### config.mk
export PLATFORM = sky130hd
export DESIGN_NAME = knn_sdram_arbiter
export DESIGN_NICKNAME = d
export VERILOG_FILES = /design/src/rtl/knn_sdram_pkg.sv /design/src/rtl/knn_rr_arb2.sv /design/src/rtl/knn_sdram_arbiter.sv
export SDC_FILE = /design/constraint.sdc
export NUM_CORES = 1
export LEC_CHECK = 0
export CAP_MARGIN = 0
export CORE_MARGIN = 5
export CORE_UTILIZATION = 48
export CTS_BUF_LIST = sky130_fd_sc_hd__clkbuf_4 sky130_fd_sc_hd__clkbuf_8
export DETAILED_ROUTE_END_ITERATION = 6
export PLACE_DENSITY = 0.95
export SYNTH_ARGS = -nofsm -noshare
export SYNTH_HDL_FRONTEND = slang
export SYNTH_SLANG_ARGS = --single-unit
### constraint.sdc
create_clock -name clk -period 4.65 [get_ports clk]
set_clock_uncertainty 0.2 [all_clocks]
set_input_delay 0.465 -clock clk [delete_from_list [all_inputs] [get_ports clk]]
set_output_delay 0.465 -clock clk [all_outputs]
set_load 0.005 [all_outputs]
### src/rtl/knn_sdram_pkg.sv
// Shared types and defaults for the KNN SDRAM port arbiter.
package knn_sdram_pkg;

    typedef enum logic [1:0] {
        IDLE    = 2'd0,
        RD_WAIT = 2'd1,
        WR_WAIT = 2'd2
    } state_t;

    localparam int RD_LAT_DEF    = 4;
    localparam int WR_CYCLES_DEF = 9;

    localparam int CLIENT0 = 0;
    localparam int CLIENT1 = 1;

endpackage

### src/rtl/knn_rr_arb2.sv
// Two-way round-robin arbiter; the pointer remembers the last client served.
module knn_rr_arb2
    import knn_sdram_pkg::*;
(
    input  logic       i_clk,
    input  logic       i_rst,
    input  logic [1:0] i_req,
    input  logic       i_advance,
    output logic [1:0] o_gnt_onehot
);

    logic r_last;
    logic w_pick;

    always_comb begin
        w_pick       = 1'(CLIENT0);
        o_gnt_onehot = '0;
        if (i_req == 2'b10 || (i_req == 2'b11 && r_last == 1'(CLIENT0))) begin
            w_pick = 1'(CLIENT1);
        end
        if (|i_req) begin
            o_gnt_onehot[w_pick] = 1'b1;
        end
    end

    // Pointer starts at client 1 so client 0 wins the first contested grant.
    always_ff @(posedge i_clk) begin
        if (i_rst) begin
            r_last <= 1'(CLIENT1);
        end else if (i_advance) begin
            r_last <= w_pick;
        end
    end

endmodule

### src/rtl/knn_sdram_arbiter.sv
// Shares one SDRAM master port between two clients with round-robin grants,
// fixed-latency read capture and fixed-length write occupancy.
module knn_sdram_arbiter
    import knn_sdram_pkg::*;
#(
    parameter int W         = 16,
    parameter int ADDR_W    = 25,
    parameter int RD_LAT    = RD_LAT_DEF,
    parameter int WR_CYCLES = WR_CYCLES_DEF
) (
    input  logic              clk,
    input  logic              rst,
    input  logic              c0_req,
    input  logic              c0_we,
    input  logic [ADDR_W-1:0] c0_addr,
    input  logic [W-1:0]      c0_wdata,
    output logic              c0_gnt,
    output logic              c0_rvalid,
    input  logic              c1_req,
    input  logic              c1_we,
    input  logic [ADDR_W-1:0] c1_addr,
    input  logic [W-1:0]      c1_wdata,
    output logic              c1_gnt,
    output logic              c1_rvalid,
    output logic [W-1:0]      rdata,
    output logic              busy,
    output logic              read,
    output logic [ADDR_W-1:0] readaddress,
    input  logic [W-1:0]      readdata,
    output logic              write,
    output logic [ADDR_W-1:0] writeaddress,
    output logic [W-1:0]      writedata
);

    localparam int CNT_MAX = (RD_LAT > WR_CYCLES) ? RD_LAT : WR_CYCLES;
    localparam int CNT_W   = $clog2(CNT_MAX) + 1;
    localparam logic [CNT_W-1:0] CNT_SAT = CNT_W'(CNT_MAX);

    state_t            r_state;
    state_t            w_state_nxt;
    logic [CNT_W-1:0]  r_cnt;
    logic [1:0]        w_req;
    logic [1:0]        w_gnt_oh;
    logic [1:0]        r_gnt;
    logic [1:0]        r_rvalid;
    logic              w_issue;
    logic              w_capture;
    logic              w_win;
    logic              w_win_we;
    logic [ADDR_W-1:0] w_win_addr;
    logic [W-1:0]      w_win_wdata;
    logic              r_owner;
    logic              r_read;
    logic              r_write;
    logic [ADDR_W-1:0] r_raddr;
    logic [ADDR_W-1:0] r_waddr;
    logic [W-1:0]      r_wdata;
    logic [W-1:0]      r_rdata;

    assign w_req = {c1_req, c0_req};

    knn_rr_arb2 u_arb (
        .i_clk        (clk),
        .i_rst        (rst),
        .i_req        (w_req),
        .i_advance    (w_issue),
        .o_gnt_onehot (w_gnt_oh)
    );

    assign w_win       = w_gnt_oh[CLIENT1];
    assign w_win_we    = w_win ? c1_we    : c0_we;
    assign w_win_addr  = w_win ? c1_addr  : c0_addr;
    assign w_win_wdata = w_win ? c1_wdata : c0_wdata;

    always_comb begin
        w_state_nxt = r_state;
        w_issue     = 1'b0;
        w_capture   = 1'b0;
        case (r_state)
            IDLE: begin
                if (|w_req) begin
                    w_issue     = 1'b1;
                    w_state_nxt = w_win_we ? WR_WAIT : RD_WAIT;
                end
            end
            RD_WAIT: begin
                if (r_cnt == CNT_W'(RD_LAT)) begin
                    w_capture   = 1'b1;
                    w_state_nxt = IDLE;
                end
            end
            WR_WAIT: begin
                if (r_cnt == CNT_W'(WR_CYCLES)) begin
                    w_state_nxt = IDLE;
                end
            end
            default: w_state_nxt = IDLE;
        endcase
    end

    always_ff @(posedge clk) begin
        if (rst) begin
            r_state <= IDLE;
        end else begin
            r_state <= w_state_nxt;
        end
    end

    // Counter is 1 after the assert edge, so cnt == N marks the N-th edge after it.
    always_ff @(posedge clk) begin
        if (rst) begin
            r_cnt    <= '0;
            r_gnt    <= '0;
            r_rvalid <= '0;
            r_owner  <= 1'b0;
            r_read   <= 1'b0;
            r_write  <= 1'b0;
            r_raddr  <= '0;
            r_waddr  <= '0;
            r_wdata  <= '0;
            r_rdata  <= '0;
        end else begin
            r_gnt    <= '0;
            r_rvalid <= '0;
            r_read   <= 1'b0;
            r_write  <= 1'b0;
            if (w_issue) begin
                r_gnt   <= w_gnt_oh;
                r_owner <= w_win;
                r_cnt   <= CNT_W'(1);
                if (w_win_we) begin
                    r_write <= 1'b1;
                    r_waddr <= w_win_addr;
                    r_wdata <= w_win_wdata;
                end else begin
                    r_read  <= 1'b1;
                    r_raddr <= w_win_addr;
                end
            end else if (r_cnt != CNT_SAT) begin
                r_cnt <= r_cnt + CNT_W'(1);
            end
            if (w_capture) begin
                r_rdata           <= readdata;
                r_rvalid[r_owner] <= 1'b1;
            end
        end
    end

    assign c0_gnt       = r_gnt[CLIENT0];
    assign c1_gnt       = r_gnt[CLIENT1];
    assign c0_rvalid    = r_rvalid[CLIENT0];
    assign c1_rvalid    = r_rvalid[CLIENT1];
    assign rdata        = r_rdata;
    assign busy         = (r_state != IDLE);
    assign read         = r_read;
    assign readaddress  = r_raddr;
    assign write        = r_write;
    assign writeaddress = r_waddr;
    assign writedata    = r_wdata;

endmodule

* Word level (Yosys, flattened, before mapping)
Index checks and enable logic that the tools add are counted.
** Word-level totals
- Register bits after elaboration :: 97
- Bits in latches :: 0
- Memory bits (writable) :: 0
- ROM bits :: 0
- Bits of input ports :: 104
- Output and inout port bits :: 89
- Word-level logic and storage cells :: 71
- Memories :: 0
** Operators by class
- Add/subtract/negate cells :: 1
- $mul :: 0
- Div/mod/pow operators :: 0
- Order comparisons :: 4
- Equal/unequal tests :: 10
- Shifts and indexed selects :: 0
- Multiplexer cells :: 22
- Bitwise logic cells :: 5
- Reduce and logical (&&, ||, !) cells :: 15
** Operator list (number)
- 25-bit two-way mux :: 1
- 16-bit two-way mux :: 1
- 1-bit two-way mux :: 12
- 2-bit two-way mux :: 5
- 2-bit OR reduction :: 4
- 2-bit == test (second input constant) :: 3
- 2-bit != test (second input constant) :: 3
- 2-bit one-hot mux with 3 select lines :: 1
- 5-bit by 1-bit adder with 5-bit output (second input constant) :: 1
- 5-bit by 3-bit == test with 1-bit output (second input constant) :: 1
- 5-bit by 4-bit == test with 1-bit output (second input constant) :: 1
- 5-bit by 4-bit != test with 1-bit output (second input constant) :: 1
- 1-bit inverter :: 5
- 1-bit by 2-bit less-than comparator with 1-bit output (second input constant) :: 2
- 2-bit AND reduction :: 2
- 2-bit nonzero test :: 2
- 1-bit logical AND :: 3
- 3-bit AND reduction :: 1
- 3-bit OR reduction :: 1
- 1-bit demux with 1-bit select :: 2
- 2-bit by 1-bit == test with 1-bit output (second input constant) :: 1
- 1-bit >= comparator (second input constant) :: 2
- 2-bit logical NOT :: 1
- 1-bit logical OR :: 1

* Longest topological paths before layout
- Depth in word-level cells :: 13
- Gate-level depth with buffers :: 8
- Gate-level depth less buffers :: 6

* By module
A second synthesis with hierarchy kept.
** Unflattened totals
- Cell total of the unflattened synthesis :: 427
- Area, all modules :: 4476.8 µm²
** Modules (own cells, without submodules)
- knn_sdram_arbiter :: times used 1, cells an instance 421, area each 4423.0 µm², sequential area each 1921.8 µm²
- knn_rr_arb2 :: times used 1, cells an instance 6, area each 53.8 µm², sequential area each 20.0 µm²

* Least setup slack after synthesis
Ideal clock, no wire load.
- Path type :: input to register
- Start point :: input port c1_req
- End point :: register r_raddr[20] (netlist: readaddress[20])
- Setup time :: 91 ps
- Arrival time :: 1615 ps
- Data required time :: 4359 ps
- Slack :: 2744 ps
- Stages :: 6
- Path buffers :: 2
- Path through :: a21boi_2 mux2i_1 buf_2 buf_4 a21oi_1 a311oi_1
** On the way
- Cells in the longest elaborated chain, start to end :: 12
** Ends and longest elaborated chain
- start: declaration :: line knn_sdram_arbiter.sv:19 : input logic c1_req,
- 2-bit == test :: line knn_rr_arb2.sv:18 : if (i_req == 2'b10 || (i_req == 2'b11 && r_last == 1'(CLIENT0))) begin
- 1-bit logical AND :: line knn_rr_arb2.sv:18
- 1-bit logical OR :: line knn_rr_arb2.sv:18
- 1-bit two-way mux :: line knn_rr_arb2.sv:18
- 1-bit by 2-bit less-than comparator with 1-bit output (implied by the code) / 1-bit >= comparator (equally long branches) :: line knn_rr_arb2.sv:22 : o_gnt_onehot[w_pick] = 1'b1;
- 1-bit logical AND (implied by the code) :: line knn_rr_arb2.sv:22
- 1-bit two-way mux (implied by the code) :: line knn_rr_arb2.sv:22
- 1-bit demux with 1-bit select
- 2-bit two-way mux :: line knn_rr_arb2.sv:21 : if (|i_req) begin
- 1-bit two-way mux :: line knn_sdram_arbiter.sv:71 : assign w_win_we = w_win ? c1_we : c0_we;
- 1-bit inverter (no line)
- 2-bit AND reduction (no line)
- end signal: assignment :: line knn_sdram_arbiter.sv:137 : r_raddr <= w_win_addr;
- end: declaration :: line knn_sdram_arbiter.sv:55 : logic [ADDR_W-1:0] r_raddr;
Several ways; a longest one is shown, not always the timed one.
A chain may end at the register's enable or synchronous reset.

* Final worst setup path
- Start point :: input port c1_req
- End point :: register r_raddr[24] (netlist: readaddress[24])
Same word-level chain as after synthesis.

==> flow_summary.toml <==
[die]
initial_core_util = 0.4897
dieWidth_um = 109.6
io_pins = 193
rows = 36
fp.dieArea_sq_um = 12020
die_h_um = 109.6
core_area_sq_um = 9729

[cells_and_area]
multi_input_area_sq_um = 2411
ff_latch_area_sq_um = 1942
n_antenna_cell = 0
drive_gt1_frac = 0.09986
fill_cells = 747
syn_to_final_growth_pct = 42.38
nets = 797

[sta]
fin_crit_sh = 0.6190
maxSlewViolCount = 0
fin_ws_ns = 1.772
post-route-min-period_ns = 2.878
slew_headroom = 0.2565
max_clock_freq_ghz = 0.3474
grt_setup_unrepaired = "no"
setup_violations = 0
setup_tns_ns = 0
hold_viol_final = 0
tightest_slew_ns = 1.115

[yosys]
synth_cells = 536
syn_nets = 643
yosysUniqueCellTypes = 32
yosysSeqAreaShare = 0.4076
yosysWarnings = 0
synth_area_sq_um = 4765
avgSynthCellArea_sq_um = 8.889
synth.ff_latch_count = 97

[worst_hold_path]
hold_depth = 2
holdPathEnd = "writedata[14]"
hp-class = "reg -> reg"
hold_start = "writedata[14]"

[grt]
grt_pass1_vias = 4638
grt_usage = 0.2387
overflow = 0
grt_pass1_wl_mm = 22.89
grt_max_degree = 69
antenna_found_initial = 0

[worst_setup_path]
arrival_ns = 2.85
worst_ep_required_time_ns = 4.62
reg2reg_slack_ns = 1.91
crit_type = "in -> reg"
critPathTopFamily = "buffers and inverters"
cp_slowest_cell = "and2_1"
startpoint = "c1_req"
timing.critical_path.cells = "clkdlybuf4s50_1 > a21boi_4 > mux2i_4 > buf_4 > and2_1 > a311oi_1"
r2r_start = "r_cnt[0]"
critPathBufInv = 2
end_kind = "flip-flop"
max_stage_delay_ns = 0.80
cp-start-kind = "input pin"
critPathMaxFanout = 30
reg2reg_to = "rdata[11]"
rr_worst_depth = 6

[status]
outcome = "finished, final reports clean"

[pwr]
power.share.switching = 0.3012
p_clk_frac = 0.218
power.share.sequential = 0.471
p_leak_nw = 2.435
ir_drop_uv = 149.1
power_density_nw_per_um2 = 304.2
combinationalPowerShare = 0.312
intPower_mw = 1.442
power_switching_uw = 621.6

[drt]
firstDrtPassIters = 7
drc = 0
antenna_violating_nets_post_route = 0
dr_total_vias = 4650
drt_iter0_drc = 299
wl_mm = 14.75
vias_per_cell = 5.643
routedWlPerCell_um = 17.90

[placed_design]
globalplace.congestion = 0.8227
dp_hpwl_mm = 10.29
io_buffer_count = 192
dp_slack_ns = 1.462

[cts]
clkTransAtPathRegs_ns = 0.08
clk_latency_ns = 0.34
cts_hold_buf = 0
cts_resized = 0
clock_sinks = 97
post_cts_buffers = 0
cts_made_buffers = 9
clockRootBuffer = "clkbuf_8"
htree_levels = 3
cts_buffer_depth = 2
cts_tree = "built"

[flow_run]
cap_violations = 0
[state kept, by name, summed over array words and instances (netlist names)]
| name | flops |
|---|---|
| writedata | 16 |
| u_arb.r_last | 1 |
| r_rvalid | 2 |
| write | 1 |
| read | 1 |
| r_state | 2 |
| r_owner | 1 |
| rdata | 16 |
| r_gnt | 2 |
| writeaddress | 25 |
| readaddress | 25 |
| r_cnt | 5 |
[power by group through the flow]
stage / logic [mW] / clock network, mW / registers (mW)
floorplan: 0.324 / 0 / 0.986
global placement: 0.614 / 0 / 0.986
detailed placement: 0.640 / 0 / 0.989
CTS: 0.644 / 0.461 / 0.971
global route: 0.692 / 0.496 / 0.982
finish: 0.643 / 0.449 / 0.971
[kinds of logic (layout without fill, tap and decap cells)]
| logic type | count (synthesis) | count (layout) | share of synthesized area |
|---|---|---|---|
| xor+xnor | 4 | 4 | 0.007354 |
| buf+inv | 99 | 254 | 0.09112 |
| flops | 97 | 97 | 0.4076 |
| simple gates | 176 | 176 | 0.2159 |
| fa+ha+maj | 3 | 3 | 0.007879 |
| mux | 18 | 18 | 0.03781 |
| compound gates | 139 | 139 | 0.2324 |
[placed cells by master, fill, tap and decap left out, drive strengths merged, types with 3 or more instances in the layout]
master	instances
clkdlybuf4s50	189
dfxtp	97
nand3b	83
a21oi	70
nand2	53
inv	43
a211oi	41
a311oi	25
nor2	18
mux2i	18
clkbuf	10
buf	10
nor3	9
ha	3
[synth_stat cells, drive strengths merged]
| library cell | count | area share |
|---|---|---|
| nand3b | 83 | 0.13 |
| buf | 23 | 0.031 |
| inv | 43 | 0.034 |
| and4bb | 1 | 0.0026 |
| nand2b | 2 | 0.0026 |
| a311oi | 25 | 0.046 |
| mux2i | 18 | 0.038 |
| nor3 | 9 | 0.0095 |
| nor4bb | 1 | 0.0021 |
| nor2 | 18 | 0.015 |
| nor3b | 2 | 0.0032 |
| a21oi | 70 | 0.074 |
| nor2b | 1 | 0.0013 |
| nand2 | 53 | 0.042 |
| dfxtp | 97 | 0.41 |
| o31a | 1 | 0.0018 |
| or2 | 2 | 0.0026 |
| nand3 | 2 | 0.0021 |
| and2 | 1 | 0.0013 |
| a211oi | 41 | 0.11 |
| clkbuf | 33 | 0.026 |
| xnor2 | 2 | 0.0037 |
| xor2 | 2 | 0.0037 |
| a21bo | 1 | 0.0021 |
| a21boi | 1 | 0.0024 |
| nor4 | 1 | 0.0013 |
| ha | 3 | 0.0079 |
[how the worst max path moves through the flow]
stage | slack [ns] | depth (start not counted) | end
2_1_floorplan | 2.74 | 6 | readaddress[20]
3_3_place_gp | 1.59 | 6 | readaddress[24]
3_5_place_dp | 1.46 | 6 | readaddress[24]
4_1_cts | 1.84 | 6 | readaddress[24]
5_1_grt | 1.65 | 6 | readaddress[12]
6_report | 1.77 | 6 | readaddress[24]
[worst min-delay path, stage by stage (launching register included)]
cell      delay, ns
dfxtp_1        0.32
inv_1          0.05
a211oi_1       0.05
[through the flow]
| step | area [sq um] | utilization | std cells | hold slack (ns) | total power [mW] |
|---|---|---|---|---|---|
| global route | 6784 | 0.6973 | 824 | 0.2843 | 2.169 |
| detailed placement | 6643 | 0.6827 | 812 | 0.2498 | 1.629 |
| finish | 6784 | 0.6973 | 824 | 0.2594 | 2.064 |
| global placement | 6643 | 0.6827 | 812 | 0.2335 | 1.600 |
| floorplan | 4765 | - | 536 | 0.2163 | 1.309 |
| CTS | 6784 | 0.6973 | 824 | 0.2625 | 2.076 |
[area by class of cell]
type / count / area share
clock inverters: 2 / 0.001475
inverters: 43 / 0.02379
flip-flops and latches: 97 / 0.2862
well taps: 133 / 0.02453
clock buffers: 10 / 0.01937
repair buffers: 199 / 0.2892
multi-input cells: 340 / 0.3554
[metal layers]
metal | vias up | wire [um] | GRT usage
li1 | 2184 | - | -
met1 | 2215 | 5858 | 0.2824
met2 | 226 | 7506 | 0.4307
met3 | 25 | 1111 | 0.04991
met4 | 0 | 275 | 0.07391
met5 | - | 0 | 0
No activity file was read; power rests on OpenSTA's default activity.
